`src/rtl/multi_sprite_engine_if.sv`:
```
// multi_sprite_engine_if: register-write bus and sprite-ROM port of the sprite engine.
interface multi_sprite_engine_if #(
  parameter int NUM_SPRITES = 4,
  parameter int SPRITE_W    = 16,
  parameter int SPRITE_H    = 16,
  parameter int IMG_BITS    = 2
);
  localparam int AW = $clog2(NUM_SPRITES) + 2;
  localparam int LW = $clog2(SPRITE_H);
  logic                  wr_en;
  logic [AW-1:0]         wr_addr;
  logic [9:0]            wr_data;
  logic [IMG_BITS-1:0]   rom_image;
  logic [LW-1:0]         rom_line;
  logic [4*SPRITE_W-1:0] rom_bits;
  modport master (output wr_en, wr_addr, wr_data, rom_bits, input rom_image, rom_line);
  modport slave (input wr_en, wr_addr, wr_data, rom_bits, output rom_image, rom_line);
endinterface

```
`src/rtl/multi_sprite_engine.sv`:
```
// multi_sprite_engine: composites NUM_SPRITES line-buffered sprites onto the VGA raster,
// with per-frame shadow registers, an hsync line-fetch FSM and per-frame collision flags.
module multi_sprite_engine #(
  parameter int NUM_SPRITES = 4,
  parameter int SPRITE_W    = 16,
  parameter int SPRITE_H    = 16,
  parameter int IMG_BITS    = 2,
  parameter int V_TOTAL     = 525
) (
  input  logic                   clk,
  input  logic                   reset,
  input  logic [9:0]             hpos_i,
  input  logic [9:0]             vpos_i,
  input  logic                   load_i,
  input  logic                   frame_start_i,
  multi_sprite_engine_if.slave   bus,
  output logic                   red_o,
  output logic                   green_o,
  output logic                   blue_o,
  output logic                   alpha_o,
  output logic                   busy_o,
  output logic [NUM_SPRITES-1:0] collision_o
);
  localparam int N  = NUM_SPRITES;
  localparam int BW = 4 * SPRITE_W;
  localparam int LW = $clog2(SPRITE_H);
  localparam int AW = $clog2(N) + 2;
  localparam int CW = (N > 1) ? $clog2(N) : 1;
  localparam int KW = (SPRITE_W > 1) ? $clog2(SPRITE_W) : 1;
  typedef enum logic [1:0] {IDLE, FETCH, DONE} state_t;
  state_t              state_q, state_d;
  logic [CW-1:0]       idx_q, idx_d;
  logic                load_q, hit;
  logic [9:0]          tline, row;
  logic [1:0]          fld;
  logic [9:0]          shx_q [N], shx_d [N], shy_q [N], shy_d [N], ax_q [N], ay_q [N];
  logic [IMG_BITS-1:0] shimg_q [N], shimg_d [N], aimg_q [N];
  logic [N-1:0]        wsel, shen_q, shen_d, aen_q, arm_q, arm_d, on, opq, hits, acc_q, col_q;
  logic [BW-1:0]       buf_q [N];
  logic [9:0]          off [N];
  logic [3:0]          pix [N];
  logic [3:0]          rgba_q, rgba_d;
  assign fld = bus.wr_addr[1:0];
  always_comb begin
    for (int i = 0; i < N; i++) begin
      wsel[i] = bus.wr_en && ((bus.wr_addr >> 2) == AW'(i));
      shx_d[i] = (wsel[i] && fld == 2'd0) ? bus.wr_data : shx_q[i];
      shy_d[i] = (wsel[i] && fld == 2'd1) ? bus.wr_data : shy_q[i];
      shen_d[i] = (wsel[i] && fld == 2'd2) ? bus.wr_data[IMG_BITS] : shen_q[i];
      shimg_d[i] = (wsel[i] && fld == 2'd2) ? bus.wr_data[IMG_BITS-1:0] : shimg_q[i];
    end
  end
  // Fetch prepares the line after the current one, wrapping at the frame end.
  assign tline = (vpos_i == 10'(V_TOTAL - 1)) ? 10'd0 : vpos_i + 10'd1;
  assign row = tline - ay_q[idx_q];
  assign hit = (state_q == FETCH) && aen_q[idx_q] && (row < 10'(SPRITE_H));
  assign bus.rom_line = hit ? row[LW-1:0] : '0;
  assign bus.rom_image = hit ? aimg_q[idx_q] : '0;
  always_comb begin
    state_d = (state_q == IDLE && load_i && !load_q) ? FETCH :
              (state_q == FETCH && idx_q == CW'(N - 1)) ? DONE :
              (state_q == DONE) ? IDLE : state_q;
    idx_d = (state_q == FETCH) ? idx_q + 1'b1 : '0;
  end
  // Walking downwards lets the lowest-index opaque channel overwrite the rest.
  always_comb begin
    rgba_d = '0;
    for (int i = N - 1; i >= 0; i--) begin
      off[i] = hpos_i - ax_q[i];
      on[i] = arm_q[i] && (hpos_i >= ax_q[i]) && (off[i] < 10'(SPRITE_W));
      pix[i] = buf_q[i][BW - 1 - 4 * off[i][KW-1:0] -: 4];
      opq[i] = on[i] && pix[i][0];
      rgba_d = opq[i] ? pix[i] : rgba_d;
      arm_d[i] = (state_q == FETCH && idx_q == CW'(i)) ? hit :
                 (on[i] && (off[i] == 10'(SPRITE_W - 1) || hpos_i == 10'd1023)) ? 1'b0 : arm_q[i];
    end
    hits = ($countones(opq) > 1) ? opq : '0;
  end
  always_ff @(posedge clk) begin
    if (reset) begin
      state_q <= IDLE;
      idx_q <= '0;
      load_q <= 1'b0;
      shen_q <= '0;
      aen_q <= '0;
      arm_q <= '0;
      acc_q <= '0;
      col_q <= '0;
      rgba_q <= '0;
      for (int i = 0; i < N; i++) begin
        shx_q[i] <= '0;
        shy_q[i] <= '0;
        shimg_q[i] <= '0;
        ax_q[i] <= '0;
        ay_q[i] <= '0;
        aimg_q[i] <= '0;
        buf_q[i] <= '0;
      end
    end else begin
      state_q <= state_d;
      idx_q <= idx_d;
      load_q <= load_i;
      shen_q <= shen_d;
      arm_q <= arm_d;
      rgba_q <= rgba_d;
      acc_q <= frame_start_i ? '0 : (acc_q | hits);
      if (frame_start_i) col_q <= acc_q | hits;
      if (frame_start_i) aen_q <= shen_d;
      for (int i = 0; i < N; i++) begin
        shx_q[i] <= shx_d[i];
        shy_q[i] <= shy_d[i];
        shimg_q[i] <= shimg_d[i];
        if (frame_start_i) begin
          ax_q[i] <= shx_d[i];
          ay_q[i] <= shy_d[i];
          aimg_q[i] <= shimg_d[i];
        end
        if (hit && idx_q == CW'(i)) buf_q[i] <= bus.rom_bits;
      end
    end
  end
  assign {red_o, green_o, blue_o, alpha_o} = rgba_q;
  assign busy_o = state_q != IDLE;
  assign collision_o = col_q;
endmodule
```
`src/flat_wrapper.sv`:
```
// flat-port wrapper written by rule: the top's interface ports become plain ports
module multi_sprite_engine_flat 
#(
  parameter int NUM_SPRITES = 4,
  parameter int SPRITE_W    = 16,
  parameter int SPRITE_H    = 16,
  parameter int IMG_BITS    = 2,
  parameter int V_TOTAL     = 525
)
  (clk, reset, hpos_i, vpos_i, load_i, frame_start_i, red_o, green_o, blue_o, alpha_o, busy_o, collision_o, bus_wr_en, bus_wr_addr, bus_wr_data, bus_rom_bits, bus_rom_image, bus_rom_line);
  multi_sprite_engine_if #(.NUM_SPRITES(NUM_SPRITES), .SPRITE_W(SPRITE_W), .SPRITE_H(SPRITE_H), .IMG_BITS(IMG_BITS)) bus_i ();
  input  logic clk;
  input  logic reset;
  input  logic [9:0] hpos_i;
  input  logic [9:0] vpos_i;
  input  logic load_i;
  input  logic frame_start_i;
  output logic red_o;
  output logic green_o;
  output logic blue_o;
  output logic alpha_o;
  output logic busy_o;
  output logic [NUM_SPRITES-1:0] collision_o;
  input wire logic [$bits(bus_i.wr_en)-1:0] bus_wr_en;
  input wire logic [$bits(bus_i.wr_addr)-1:0] bus_wr_addr;
  input wire logic [$bits(bus_i.wr_data)-1:0] bus_wr_data;
  input wire logic [$bits(bus_i.rom_bits)-1:0] bus_rom_bits;
  output wire logic [$bits(bus_i.rom_image)-1:0] bus_rom_image;
  output wire logic [$bits(bus_i.rom_line)-1:0] bus_rom_line;
  assign bus_i.wr_en = bus_wr_en;
  assign bus_i.wr_addr = bus_wr_addr;
  assign bus_i.wr_data = bus_wr_data;
  assign bus_i.rom_bits = bus_rom_bits;
  assign bus_rom_image = bus_i.rom_image;
  assign bus_rom_line = bus_i.rom_line;
  multi_sprite_engine #(.NUM_SPRITES(NUM_SPRITES), .SPRITE_W(SPRITE_W), .SPRITE_H(SPRITE_H), .IMG_BITS(IMG_BITS), .V_TOTAL(V_TOTAL)) u_core (.clk(clk), .reset(reset), .hpos_i(hpos_i), .vpos_i(vpos_i), .load_i(load_i), .frame_start_i(frame_start_i), .bus(bus_i), .red_o(red_o), .green_o(green_o), .blue_o(blue_o), .alpha_o(alpha_o), .busy_o(busy_o), .collision_o(collision_o));
endmodule
```
`config.mk`:
```
export PLATFORM = sky130hd
export DESIGN_NAME = multi_sprite_engine_flat
export DESIGN_NICKNAME = d
export VERILOG_FILES = /design/src/rtl/multi_sprite_engine_if.sv /design/src/rtl/multi_sprite_engine.sv /design/src/flat_wrapper.sv
export SDC_FILE = /design/constraint.sdc
export NUM_CORES = 1
export LEC_CHECK = 0
export ABC_AREA = 1
export CELL_PAD_IN_SITES_DETAIL_PLACEMENT = 2
export CELL_PAD_IN_SITES_GLOBAL_PLACEMENT = 2
export CORE_MARGIN = 2
export CORE_UTILIZATION = 41
export CTS_CLUSTER_DIAMETER = 60
export DETAILED_ROUTE_END_ITERATION = 7
export GPL_ROUTABILITY_DRIVEN = 0
export PLACE_DENSITY_LB_ADDON = 0.12
export REMOVE_ABC_BUFFERS = 1
export SLEW_MARGIN = 10
export SYNTH_ARGS = -nofsm -noshare
export SYNTH_HDL_FRONTEND = slang
export SYNTH_SLANG_ARGS = --single-unit
```
`constraint.sdc`:
```
create_clock -name clk -period 10.2 [get_ports clk]
set_input_delay 2.04 -clock clk [delete_from_list [all_inputs] [get_ports clk]]
set_output_delay 2.04 -clock clk [all_outputs]
set_load 0.05 [all_outputs]
```
==> results.rst <==
.. list-table::
   :header-rows: 1

   * - Metric
     - Value
   * - Hold path endpoint
     - u_core.state_q[0]
   * - Avg Inst Size Synth
     - 8.70 sq um
   * - Number of flops mapped to enable cells by yosys
     - 344
   * - Nature of the critical path startpoint
     - input pin
   * - Post-CTS Repair Setup Buffers
     - 0
   * - Kind of end point of the critical path
     - primary output
   * - H-tree levels
     - 2
   * - Total Routing Usage GR
     - 29.3%
   * - Number of buffers added on ports
     - 117
   * - Final worst-path cycle share
     - 84.4%
   * - Top-area cell type share of the netlist area
     - 45.3%
   * - Die outline height
     - 240 um
   * - Std-Cell Rows
     - 86
   * - Worst setup margin
     - 1.59 ns
   * - Finish-stage setup viols
     - 0
   * - Distinct cell type count of the synthesized netlist
     - 51
   * - Worst relative slew slack
     - 22.7%
   * - Clock insertion delay at the later pin of the skew report
     - 0.61 ns
   * - Chip Width
     - 240 um
   * - HPWL after DPL
     - 56,500 um
   * - Actual slew at the worst max-slew pin
     - 1.16 ns
   * - Number of maximum-capacitance violations
     - 0
   * - Area growth from synthesis to final layout
     - 15.1%
   * - Instance count along the most critical hold path
     - 1
   * - Data arrival time of the critical path
     - 6.57 ns
   * - Detailed Route WL
     - 83,600 um
   * - Cell leakage power
     - 0.0108 uW
   * - Clock tree from TritonCTS
     - done
   * - Root buffer cell
     - sky130_fd_sc_hd__clkbuf_16
   * - Wire length of the first global-routing pass
     - 127,000 um
   * - Sink Count
     - 461
   * - Via Count
     - 19,300
   * - Outcome
     - finished clean
   * - Maximum clock path buffer count
     - 3
   * - Beginning of the worst hold path
     - u_core.load_q
   * - I/O pin cnt
     - 118
   * - Number of remaining DRC errors
     - 0
   * - Via/cell ratio
     - 5.51
   * - Number of detailed-routing iterations run before antenna repair
     - 5
   * - Final sum of negative setup slack
     - 0 ns
   * - Vias in the first global route
     - 21,400
   * - Primary flip-flop cell chosen by synthesis mapping
     - sky130_fd_sc_hd__edfxtp_1
   * - Number of hold-slack violations in the final timing report
     - 0
   * - Hold buffer count at CTS
     - 0
   * - WS Path Type
     - in2out
   * - Depth of the worst register-to-register path
     - 19
   * - Number of fill cells in the layout
     - 6,072
   * - Highest Clock Rate
     - 116 MHz
   * - Capture instance of the worst register-to-register path
     - u_core.collision_o[1]
   * - Antenna violations before repair
     - 3
   * - Largest clock skew in the final design
     - 0.0205 ns
   * - HP Class
     - reg2reg
   * - Reg2reg start
     - u_core.ax_q[0][0]
   * - Unrepaired setup endpoints after global routing
     - false
   * - Clock slew at the register clock pins of the worst setup and hold paths
     - 0.06 ns
   * - Worst Path Required
     - 8.16 ns
   * - Post-Place Worst Slack
     - 1.55 ns
   * - Clock period minus worst slack
     - 8.61 ns
   * - Areal power density over the cells
     - 180 nW/um^2
   * - Starting DRT DRC Count
     - 1,281
   * - Starting density of the core
     - 41.4%
   * - Leading post-synthesis cells by cell area
     - sky130_fd_sc_hd__edfxtp_1, sky130_fd_sc_hd__nor2_1, sky130_fd_sc_hd__dfxtp_1
   * - Maximum fanout along the worst path
     - 9
   * - Share of cells above drive strength 1
     - 5.34%
   * - Routed len/inst
     - 23.9 um
   * - Cells after synthesis
     - 2,625
   * - Largest net degree at the start of global routing
     - 65
   * - Max-slew violation count
     - 0
   * - Number of CTS-inserted buffers
     - 53
   * - Dominant cell type by area after synthesis
     - sky130_fd_sc_hd__edfxtp_1
   * - #FFs+latches synth
     - 461
   * - Peak supply drop
     - 0.142 mV
   * - NumNets Final
     - 2,875
   * - Internal reg-to-reg setup slack
     - 4.95 ns
   * - CORE AREA
     - 55,100 sq um
   * - Antenna-violating nets left
     - 0
   * - Sequential element share of the synthesized area
     - 55.5%
   * - Die area
     - 57,600 sq um
   * - Cts repair resizes
     - 0
   * - Ys Warns
     - 0
   * - Async set-or-reset flop fraction in the synthesized netlist
     - 0%
   * - Post-synthesis instance area
     - 22,800 sq um
   * - Congestion Overflow GR
     - 0
==> synthesized netlist by cell type (10+ instances only) <==
library cell / instances
sky130_fd_sc_hd__nand2_1: 407
sky130_fd_sc_hd__nand4_1: 22
sky130_fd_sc_hd__clkbuf_1: 65
sky130_fd_sc_hd__nand3_1: 95
sky130_fd_sc_hd__o21ai_0: 173
sky130_fd_sc_hd__xor2_1: 10
sky130_fd_sc_hd__ha_1: 57
sky130_fd_sc_hd__o22ai_1: 26
sky130_fd_sc_hd__a32o_1: 12
sky130_fd_sc_hd__inv_1: 313
sky130_fd_sc_hd__edfxtp_1: 344
sky130_fd_sc_hd__nor2_1: 696
sky130_fd_sc_hd__nor3_1: 14
sky130_fd_sc_hd__dfxtp_1: 117
sky130_fd_sc_hd__buf_6: 24
sky130_fd_sc_hd__o32ai_1: 12
sky130_fd_sc_hd__a21oi_1: 109
sky130_fd_sc_hd__buf_2: 18
sky130_fd_sc_hd__o211ai_1: 24
==> critical path, stage by stage <==
cell and delay, ns:
sky130_fd_sc_hd__clkdlybuf4s50_1 0.50, sky130_fd_sc_hd__inv_1 0.14, sky130_fd_sc_hd__ha_1 0.21, sky130_fd_sc_hd__nand3_1 0.10, sky130_fd_sc_hd__nor3_1 0.32, sky130_fd_sc_hd__nor2_1 0.15
sky130_fd_sc_hd__fa_1 0.49, sky130_fd_sc_hd__nand2_1 0.10, sky130_fd_sc_hd__inv_1 0.06, sky130_fd_sc_hd__o21ai_1 0.20, sky130_fd_sc_hd__nand2_1 0.12, sky130_fd_sc_hd__nand2_1 0.08
sky130_fd_sc_hd__nand4_1 0.10, sky130_fd_sc_hd__nor2_2 0.15, sky130_fd_sc_hd__nand4_2 0.15, sky130_fd_sc_hd__nor2_8 0.25, sky130_fd_sc_hd__nand2_1 0.28, sky130_fd_sc_hd__nor3_1 0.27
sky130_fd_sc_hd__clkdlybuf4s50_1 0.85
==> final cells by class <==
| class | instances | area (sq um) | area share (%) |
|---|---|---|---|
| multi-input cells | 1728 | 8340 | 31.7 |
| clock buffers | 77 | 1560 | 5.94 |
| flip-flops and latches | 461 | 12700 | 48.2 |
| repair buffers | 142 | 1360 | 5.16 |
| well taps | 748 | 936 | 3.56 |
| inverters | 323 | 1210 | 4.61 |
| diodes | 1 | 2.50 | 0.00952 |
| clock inverters | 22 | 198 | 0.752 |
==> placed cells by master, fill, tap and decap left out, types with 6 or more instances in the layout <==
cell type	count
sky130_fd_sc_hd__a21oi_1	109
sky130_fd_sc_hd__a32o_1	12
sky130_fd_sc_hd__buf_4	26
sky130_fd_sc_hd__clkbuf_1	13
sky130_fd_sc_hd__clkbuf_16	56
sky130_fd_sc_hd__clkbuf_8	8
sky130_fd_sc_hd__clkdlybuf4s50_1	116
sky130_fd_sc_hd__clkinv_1	8
sky130_fd_sc_hd__clkinv_2	9
sky130_fd_sc_hd__dfxtp_1	117
sky130_fd_sc_hd__edfxtp_1	344
sky130_fd_sc_hd__fa_1	6
sky130_fd_sc_hd__ha_1	57
sky130_fd_sc_hd__inv_1	313
sky130_fd_sc_hd__inv_2	7
sky130_fd_sc_hd__nand2_1	402
sky130_fd_sc_hd__nand2_2	7
sky130_fd_sc_hd__nand3_1	95
sky130_fd_sc_hd__nand4_1	22
sky130_fd_sc_hd__nor2_1	696
sky130_fd_sc_hd__nor3_1	14
sky130_fd_sc_hd__o211ai_1	24
sky130_fd_sc_hd__o21ai_0	173
sky130_fd_sc_hd__o21ai_1	6
sky130_fd_sc_hd__o22ai_1	26
sky130_fd_sc_hd__o32ai_1	12
sky130_fd_sc_hd__xor2_1	10
==> power by group <==
part / switching, uW / total (uW) / internal (uW)
sequential: 21.0 / 2090 / 2070
combinational: 508 / 704 / 196
clock: 810 / 1930 / 1120
total: 1340 / 4720 / 3380
==> sequential cells by signal (all words and copies together) (netlist names), 2 cells and up <==
signal,cells
u_core.buf_q,256
u_core.ax_q,40
u_core.ay_q,40
u_core.shx_q,40
u_core.shy_q,40
u_core.aimg_q,8
u_core.shimg_q,8
u_core.acc_q,4
u_core.aen_q,4
u_core.arm_q,4
u_core.collision_o,4
u_core.rgba_q,4
u_core.shen_q,4
u_core.idx_q,2
u_core.state_q,2
==> stage by stage <==
step | util [%] | cells | hold WS (ns) | area (sq um) | power, uW
finish | 47.7 | 3502 | 0.431 | 26300 | 4720
detailed placement | 44.5 | 3402 | 0.423 | 24500 | 2810
global route | 47.7 | 3501 | 0.457 | 26300 | 4870
CTS | 47.7 | 3501 | 0.432 | 26300 | 4740
global placement | 44.5 | 3402 | 0.404 | 24500 | 2770
floorplan | - | 2512 | 0.400 | 22200 | 2490
==> metal layers <==
layer	global-route usage [%]	vias up	routed length, um
met5	0	-	40
met4	11.2	6	3050
met3	5.38	186	4770
met2	51.7	530	41700
met1	35.6	9782	34100
li1	-	8778	-
==> how the worst max path moves through the flow <==
stage	startpoint	to	slack (ns)
finish	vpos_i[0]	bus_rom_line[2]	1.59
CTS	vpos_i[0]	bus_rom_line[2]	1.53
global placement	vpos_i[0]	bus_rom_line[2]	1.82
global route	vpos_i[0]	bus_rom_image[0]	1.27
detailed placement	vpos_i[0]	bus_rom_line[2]	1.55
floorplan	vpos_i[0]	bus_rom_image[0]	2.74
==> kinds of logic after synthesis <==
family	after synthesis	share of synthesized area (%)
DFF	461	55.5
buffers and inverters	436	8.06
xor gates and xnor gates	15	0.641
AOI/OAI and AO/OA	385	9.63
adders and majority gates	63	3.65
and+or+nand+nor	1265	22.5
Power figures use the tool's default switching activity.
